**src/rtl/display_arbiter.sv**
```systemverilog
// display_arbiter: picks the 32-bit word shown on the 8-digit hex display.
// The base word is shown by default. Two requesters get timed overlays with
// fixed priority (requester 1 over requester 0), and per-digit blinking can
// mark edit cursors.
//
// Optional feature: define DISPLAY_BLINK_EN to build in the blink logic.
// Without it, blink_mask is ignored and data_out is the selected word,
// registered.
//
// Ports:
//   clk, reset    system clock, asynchronous active-high reset
//   base_data     default display word
//   req[1:0]      overlay request pulses, one bit per requester
//   ovl0_data     overlay word for requester 0 (live, not latched)
//   ovl1_data     overlay word for requester 1 (live, not latched)
//   blink_mask    bit i blinks nibble i of the selected word
//   data_out      registered word to the display driver
//   grant         one-hot display owner, 2'b00 = base
//   pending       requester 0 is waiting behind requester 1
module display_arbiter #(
    parameter int unsigned CLK_FREQ_HZ = 1000,
    parameter int unsigned HOLD_MS     = 2000,
    parameter int unsigned BLINK_HZ    = 2,
    parameter logic [3:0]  BLANK_VAL   = 4'h0
) (
    input  logic        clk,
    input  logic        reset,
    input  logic [31:0] base_data,
    input  logic [1:0]  req,
    input  logic [31:0] ovl0_data,
    input  logic [31:0] ovl1_data,
    input  logic [7:0]  blink_mask,
    output logic [31:0] data_out,
    output logic [1:0]  grant,
    output logic        pending
);

    localparam int unsigned DIV = CLK_FREQ_HZ / 1000;
    localparam int unsigned PW  = (DIV > 1) ? $clog2(DIV) : 1;
    localparam int unsigned HW  = 16;

    typedef enum logic [1:0] {
        BASE  = 2'b00,
        SHOW0 = 2'b01,
        SHOW1 = 2'b10
    } state_t;

    state_t          state, state_nxt;
    logic            pending_nxt;
    logic [HW-1:0]   hold, hold_nxt;
    logic [PW-1:0]   pre_cnt;
    logic            tick_c;
    logic            expire_c;
    logic            load_c;
    logic [31:0]     sel_c;

    // 1 ms tick prescaler
    assign tick_c = (pre_cnt == PW'(DIV - 1));

    always_ff @(posedge clk or posedge reset) begin
        if (reset) begin
            pre_cnt <= '0;
        end else if (tick_c) begin
            pre_cnt <= '0;
        end else begin
            pre_cnt <= pre_cnt + PW'(1);
        end
    end

    // Hold expires on the first tick seen after it has counted down to 0,
    // so an overlay lasts HOLD_MS..HOLD_MS+1 ms after the last pulse.
    assign expire_c = tick_c && (hold == '0);

    // State register
    always_ff @(posedge clk or posedge reset) begin
        if (reset) begin
            state   <= BASE;
            pending <= 1'b0;
            hold    <= '0;
        end else begin
            state   <= state_nxt;
            pending <= pending_nxt;
            hold    <= hold_nxt;
        end
    end

    // Next-state logic: same-requester retrigger beats expiry
    always_comb begin
        state_nxt   = state;
        pending_nxt = pending;
        load_c      = 1'b0;
        case (state)
            BASE: begin
                if (req[1]) begin
                    state_nxt   = SHOW1;
                    pending_nxt = req[0];
                    load_c      = 1'b1;
                end else if (req[0]) begin
                    state_nxt = SHOW0;
                    load_c    = 1'b1;
                end
            end
            SHOW0: begin
                if (req[1]) begin
                    state_nxt   = SHOW1;
                    pending_nxt = 1'b1;
                    load_c      = 1'b1;
                end else if (req[0]) begin
                    load_c = 1'b1;
                end else if (expire_c) begin
                    state_nxt = BASE;
                end
            end
            SHOW1: begin
                if (req[1]) begin
                    load_c = 1'b1;
                    if (req[0]) begin
                        pending_nxt = 1'b1;
                    end
                end else if (expire_c) begin
                    // A req[0] on the expiry cycle counts as pending.
                    if (pending || req[0]) begin
                        state_nxt   = SHOW0;
                        pending_nxt = 1'b0;
                        load_c      = 1'b1;
                    end else begin
                        state_nxt = BASE;
                    end
                end else if (req[0]) begin
                    pending_nxt = 1'b1;
                end
            end
            default: begin
                state_nxt   = BASE;
                pending_nxt = 1'b0;
            end
        endcase

        hold_nxt = hold;
        if (load_c) begin
            hold_nxt = HW'(HOLD_MS);
        end else if (tick_c && (hold != '0)) begin
            hold_nxt = hold - HW'(1);
        end
    end

    assign grant = state;

    // Word select follows the owner being granted this edge
    always_comb begin
        case (state_nxt)
            SHOW0:   sel_c = ovl0_data;
            SHOW1:   sel_c = ovl1_data;
            default: sel_c = base_data;
        endcase
    end

`ifdef DISPLAY_BLINK_EN
    localparam int unsigned HALF = 1000 / (2 * BLINK_HZ);
    localparam int unsigned BW   = (HALF > 1) ? $clog2(HALF) : 1;

    logic [BW-1:0] blink_cnt, blink_cnt_nxt;
    logic          vis, vis_nxt;
    logic [31:0]   word_c;

    // Blink phase; any grant change restarts in the visible phase
    always_comb begin
        blink_cnt_nxt = blink_cnt;
        vis_nxt       = vis;
        if (state_nxt != state) begin
            blink_cnt_nxt = '0;
            vis_nxt       = 1'b1;
        end else if (tick_c) begin
            if (blink_cnt == BW'(HALF - 1)) begin
                blink_cnt_nxt = '0;
                vis_nxt       = ~vis;
            end else begin
                blink_cnt_nxt = blink_cnt + BW'(1);
            end
        end
    end

    always_ff @(posedge clk or posedge reset) begin
        if (reset) begin
            blink_cnt <= '0;
            vis       <= 1'b1;
        end else begin
            blink_cnt <= blink_cnt_nxt;
            vis       <= vis_nxt;
        end
    end

    // Blank masked nibbles in the off phase
    always_comb begin
        word_c = sel_c;
        for (int i = 0; i < 8; i++) begin
            if (blink_mask[i] && !vis_nxt) begin
                word_c[4*i +: 4] = BLANK_VAL;
            end
        end
    end

    always_ff @(posedge clk or posedge reset) begin
        if (reset) begin
            data_out <= '0;
        end else begin
            data_out <= word_c;
        end
    end
`else
    localparam int unsigned UNUSED_BLINK = BLINK_HZ + 32'(BLANK_VAL);

    logic unused_mask;
    assign unused_mask = ^{blink_mask, UNUSED_BLINK[0]};

    always_ff @(posedge clk or posedge reset) begin
        if (reset) begin
            data_out <= '0;
        end else begin
            data_out <= sel_c;
        end
    end
`endif

endmodule
```
**config.mk**
```make
export PLATFORM = sky130hd
export DESIGN_NAME = display_arbiter
export DESIGN_NICKNAME = d
export VERILOG_FILES = /design/src/rtl/display_arbiter.sv
export SDC_FILE = /design/constraint.sdc
export NUM_CORES = 1
export LEC_CHECK = 0
export CORE_ASPECT_RATIO = 1.25
export CORE_MARGIN = 2
export CORE_UTILIZATION = 50
export CTS_BUF_LIST = sky130_fd_sc_hd__clkbuf_4
export DETAILED_ROUTE_END_ITERATION = 10
export DONT_BUFFER_PORTS = 1
export PLACE_DENSITY = 0.68
export SYNTH_ARGS = -nofsm -noshare
export SYNTH_HDL_FRONTEND = slang
export SYNTH_SLANG_ARGS = --single-unit
```
**constraint.sdc**
```tcl
create_clock -name clk -period 3.11 [get_ports clk]
set_input_delay 0.311 -clock clk [delete_from_list [all_inputs] [get_ports clk]]
set_output_delay 0.311 -clock clk [all_outputs]
set_load 0.01 [all_outputs]
```
==> results of run 1 <==
## final cells by class
| cell class | count | area (sq um) | area share, % |
|---|---|---|---|
| clock inverters | 2 | 12.5 | 0.452 |
| repair buffers | 15 | 153 | 5.52 |
| flip-flops and latches | 51 | 1280 | 46.1 |
| multi-input cells | 189 | 1190 | 42.9 |
| well taps | 60 | 75.1 | 2.71 |
| inverters | 5 | 18.8 | 0.678 |
| clock buffers | 6 | 45.0 | 1.63 |
## how the worst max path moves through the flow
stage | to | cells after the start
floorplan | data_out[12] | 12
global placement | data_out[25] | 10
detailed placement | data_out[21] | 10
CTS | data_out[25] | 10
global route | data_out[3] | 10
finish | data_out[25] | 10
## power by group through the flow
stage | logic [mW] | registers (mW) | clock network [mW]
after floorplan | 0.0937 | 0.738 | 0
after global placement | 0.123 | 0.745 | 0
after detailed placement | 0.128 | 0.745 | 0
after CTS | 0.130 | 0.733 | 0.307
after global routing | 0.154 | 0.736 | 0.343
final | 0.134 | 0.732 | 0.300
## registers in the layout, indices dropped and copies added (netlist names)
signal,flops
grant,2
data_out,32
hold,16
pending,1
## cells in the final DEF, fill, tap and decap left out, types with 5 or more instances in the layout
| master | synthesis | final |
|---|---|---|
| nand2_1 | 35 | 35 |
| a22oi_1 | 32 | 30 |
| o21ai_0 | 39 | 35 |
| nand2b_1 | 5 | 5 |
| a21oi_1 | 8 | 8 |
| buf_4 | 0 | 11 |
| nor2_1 | 10 | 10 |
| dfrtp_1 | 51 | 51 |
| clkbuf_4 | 0 | 6 |
| or4_1 | 12 | 12 |
| nand3_1 | 5 | 5 |
## repair_timing
item	in CTS	in global routing
endpoints found under the hold margin	1	0
setup buffers	1	2
gates cloned	0	0
resized for setup	3	8
setup endpoints to repair	5	32
pin swaps	0	0
hold buffers	1	0
## critical path: cells and delay by family (launching register included)
family / cells / cell delay, ps
buffers and inverters: 2 / 260
AND/OR/NAND/NOR: 3 / 1380
adder cells (fa/ha/maj): 2 / 360
AO/OA/AOI/OAI: 3 / 500
flip-flops: 1 / 420
## per-stage QoR
step | instances | total power, mW | setup TNS, ps | utilization [%]
finish | 328 | 1.17 | 0 | 57.7
global route | 328 | 1.23 | -29.7 | 57.7
CTS | 326 | 1.17 | 0 | 56.8
detailed placement | 316 | 0.873 | -18.8 | 55.0
global placement | 316 | 0.868 | 0 | 55.0
floorplan | 263 | 0.832 | 0 | -
## cell families (layout without fill, tap and decap cells)
group / count (synthesis) / in the layout / share of synthesized area [%]
compound gates: 96 / 96 / 24.2
xor+xnor: 1 / 1 / 0.347
fa+ha+maj: 4 / 4 / 1.98
buf+inv: 23 / 28 / 3.82
flops: 51 / 51 / 50.6
mux: 4 / 4 / 1.64
simple gates: 84 / 84 / 17.4
## per-layer routing
layer	routed length [um]	GRT usage (%)	share of wire, %	vias to the layer above
li1	-	-	-	982
met1	2330	26.8	38	969
met2	3220	38.3	53	75
met3	442	6.91	7.3	5
met4	65	6.49	1.1	0
met5	0	0	0	-
==> results.ini, run 1 <==
[power]
leakage_nw = 1.07
vdd_drop_max_v = 0.000236
netSwitchingFraction_pct = 26.6
pwr-share-clk_pct = 25.7
p_int_uw = 856
p_comb_share_pct = 11.5
p_switching_uw = 310
power_density_mw_per_mm2 = 421
power.share.sequential_pct = 62.8

[detailed_routing]
drc = 0
ant_nets = 0
drt_iter0_markers = 159
wl_per_cell_um = 18.5
routed_wl_um = 6060
routed_via_density = 6.19
drt_pass1_iterations = 4
vias = 2031

[setup_path]
cp_cell_sequence = inv_1 -> ha_1 -> or3b_2 -> or4_4 -> or3_4 -> a31o_1 -> ha_2 -> buf_4 -> a22oi_1 -> o21ai_0
worstPathArrival_ps = 3270
crit_slowest_cell = or4_4
crit_fanout = 11
worstPathRequired_ps = 3340
end_kind = flip-flop
reg2reg_depth = 10
crit_type = flip-flop to flip-flop
r2r-end = data_out[25]
worstSetupStartpointType = flip-flop
slowest_delay_ps = 550
r2r_slack_ps = 70
r2r_start = hold[0]
cp-startpoint = hold[0]

[synthesis]
yosysMostFrequentCell = dfrtp_1
syn-num-nets = 375
synthDistinctLibCells = 39
yosysWarnings = 0
syn_avg_cell_area_sq_um = 9.60
synth.area.top_cells = dfrtp_1, a22oi_1, o21ai_0
synth_edf_count = 0
synth_area_sq_mm = 0.00252
synth.largest_area_cell = dfrtp_1
ys_seq_elements = 51
synth-async-reset-ratio_pct = 100
synth_top_area_share_pct = 50.6
synth-seq-area-share_pct = 50.6
netlist_instances = 263
synthFlopType = dfrtp_1
synth_common_cells = dfrtp_1, o21ai_0, nand2_1

[sta]
timing.fmax_ghz = 0.329
setup_viol = 0
final.setup.worst_slack_ps = 70.9
finClkSkew_ps = 7.80
timing.slew.headroom_pct = 31.3
whs_ps = 47.3
period_share_pct = 97.7
worst_pin_slew_ps = 1030
final-hold-violation-count = 0
period_needed_ps = 3040
slew_viol_final = 0

[grt]
grt_max_degree = 52
antenna_found_initial = 0
overflow = 0
grt_pass1_wl_um = 9450
grtUsageTotal_pct = 22.6
first_global_vias = 1940

[clocking]
cts_tree = yes
clockBufferDepth = 2
cts_buffers = 5
worst_skew_pair.late_latency_ps = 360
cts.sinks = 51
cts.clk_slew.worst_paths_ps = 140
h-tree-depth = 2
root_buffer = clkbuf_4

[die]
dieArea_sq_mm = 0.00564
num_rows = 28
core_sq_mm = 0.00480
pin_count = 143
die_width_um = 67.5
start_util_pct = 52.6
dieHeight_um = 83.4

[worst_hold_path]
hold_path.class = primary input to async pin

[place]
post-place-ws_ps = -18.8
place.gp.congestion = 0.798
numPortBuffers = 0
dp_hpwl_um = 4610
placed_cell_area_sq_mm = 0.00264

[final_layout]
final_nets = 379
insertedDiodeCount = 0
layout-drive-gt1-share_pct = 12.7
fin_area_sq_mm = 0.00277
area_growth_pct = 9.67
fill_cells = 408

[status]
outcome = complete, no violations

[job]
max-cap-violations = 0

No activity file was read; power rests on OpenSTA's default activity.
==> inputs of run 2 (changes only) <==
- PLACE_DENSITY: 0.68 -> not set
- clock period: 3.11 -> 3.55 ns (I/O delays scaled with it)
==> results.ini, run 2 (synthesis results as in run 1) <==
[sta]
period_share_pct = 92.7  ; -5.0 points
finalSetupTns_ps = 0  ; unchanged
rsz0062_at_grt = false
timing.slew.headroom_pct = 30.6  ; -0.76 points
final-hold-violation-count = 0  ; unchanged
setup_viol = 0  ; unchanged
slew_viol_final = 0  ; unchanged
final.setup.worst_slack_ps = 259  ; +188 ps
finClkSkew_ps = 5.42  ; -2.38 ps
worst_pin_slew_ps = 1040  ; +11.3 ps
period_needed_ps = 3290  ; +252 ps
timing.fmax_ghz = 0.304  ; -7.6%

[die]
num_rows = 28  ; unchanged
die_width_um = 67.5  ; unchanged
pin_count = 143  ; unchanged
dieArea_sq_mm = 0.00564  ; unchanged
start_util_pct = 52.6  ; unchanged
core_sq_mm = 0.00480  ; unchanged
dieHeight_um = 83.4  ; unchanged

[final_layout]
fill_cells = 432  ; +5.9%
final_util_pct = 54.7  ; -3.0 points
fin_area_sq_mm = 0.00262  ; -5.2%
layout-drive-gt1-share_pct = 7.39  ; -5.3 points
multi_input_area_sq_mm = 0.00115  ; -3.1%
top_register = data_out
largest_register_ffs = 32  ; unchanged
seqCellArea_sq_mm = 0.00128  ; unchanged
insertedDiodeCount = 0  ; unchanged
area_growth_pct = 3.97
final_cell_mix = dfrtp_1, o21ai_0, nand2_1, a22oi_1, or4_1
layout_commonest_cell = dfrtp_1
final_nets = 368  ; -2.9%

[place]
dp_hpwl_um = 4190  ; -9.1%
placed_cell_area_sq_mm = 0.00256  ; -2.9%
place.gp.congestion = 0.754  ; -5.5%
numPortBuffers = 0  ; unchanged
post-place-ws_ps = 193  ; +212 ps

[worst_hold_path]
hp-start = req[1]
hold_path.class = primary input to flip-flop

[clocking]
cts.clk_slew.worst_paths_ps = 150  ; about the same
h-tree-depth = 2  ; unchanged
root_buffer = clkbuf_4
cts_buffers = 5  ; unchanged
cts.sinks = 51  ; unchanged
worst_skew_pair.late_latency_ps = 360  ; about the same
clockBufferDepth = 2  ; unchanged
post-cts-setup-buffers = 0  ; -1
cts_tree = yes

[detailed_routing]
wl_per_cell_um = 17.9  ; -2.9%
vias = 1978  ; -2.6%
drt_pass1_iterations = 4  ; unchanged
routed_wl_um = 5690  ; -6.1%
drc = 0  ; unchanged
ant_nets = 0  ; unchanged
drt_iter0_markers = 90  ; -43%
routed_via_density = 6.24  ; +0.77%

[setup_path]
worstPathRequired_ps = 3830  ; +490 ps
crit_slowest_cell = or4_4
end_kind = flip-flop
path_buf_inv = 2  ; unchanged
cp-startpoint = hold[0]
worstPathArrival_ps = 3570  ; +300 ps
worstSetupStartpointType = flip-flop
r2r_start = hold[0]
critPathTopFamily = simple AND/OR/NAND/NOR gates
cp_cell_sequence = inv_1 -> ha_1 -> or3b_2 -> or4_4 -> or3_1 -> a31oi_1 -> ha_1 -> buf_6 -> o21ai_0
slowest_delay_ps = 610  ; +60 ps
crit_type = flip-flop to flip-flop
crit_path_frequent_cell = ha_1
crit_fanout = 64  ; +53

[grt]
grt_pass1_wl_um = 9390  ; -0.67%
antenna_found_initial = 0  ; unchanged
overflow = 0  ; unchanged
grtUsageTotal_pct = 21.9  ; -0.66 points
first_global_vias = 1885  ; -2.8%
grt_max_degree = 65  ; +25%

[job]
max-cap-violations = 0  ; unchanged

[power]
power_density_mw_per_mm2 = 385  ; -8.7%
leakage_nw = 1.01  ; -5.4%
vdd_drop_max_v = 0.000181  ; -23%

[status]
outcome = complete, no violations

## run 2: changes by cell type in the layout (fill, tap and decap cells not counted), moves of 2 or more
cell	delta
buf_4	-9
o21ai_0	+4
o21ai_1	-4
a22oi_1	+2
a22oi_2	-2
buf_12	-2
clkinv_2	+2
ha_1	+2
## run 2: routing by layer
metal / vias to the layer above / routed length, um / GRT usage [%]
met5: - / 0 / 0
met4: 0 / 98 / 7.24
met3: 7 / 406 / 7.45
met2: 76 / 2860 / 33.1
met1: 938 / 2320 / 29.2
li1: 957 / - / -
## run 2: final timing paths
kind | to | cells after the start | slack (ps)
max | data_out[15] | 9 | 260
max reg2reg | data_out[15] | 9 | 260
max in group asynchronous | hold[10] | 1 | 2810
min in group asynchronous | data_out[0] | 1 | 100
min | grant[0] | 1 | 60
min reg2reg | hold[9] | 2 | 570
## run 2: area by class of cell
cell class / count / area share (%)
Multi-Input combinational cell: 189 / 43.9
Clock buffer: 5 / 1.43
Timing Repair Buffer: 4 / 1.76
Sequential cell: 51 / 48.6
Inverter: 5 / 0.715
Clock inverter: 3 / 0.715
Tap cell: 60 / 2.86
## run 2: through the flow
| stage | instances | hold slack [ps] | power (mW) |
|---|---|---|---|
| 2_1_floorplan | 263 | 433 | 0.729 |
| 3_3_place_gp | 309 | 447 | 0.758 |
| 3_5_place_dp | 309 | 454 | 0.759 |
| 4_1_cts | 317 | 42.8 | 1.02 |
| 5_1_grt | 317 | 30.4 | 1.07 |
| 6_report | 317 | 59.1 | 1.01 |
## run 2: power by group
| part | internal, mW | switching (mW) |
|---|---|---|
| combinational | 0.0434 | 0.0590 |
| sequential | 0.612 | 0.0316 |
| clock | 0.0780 | 0.186 |
| total | 0.733 | 0.276 |
## run 2: timing repair
action | in CTS | in global routing
gates resized for setup | 0 | 1
hold buffers | 0 | 0
setup endpoints to repair | 0 | 29
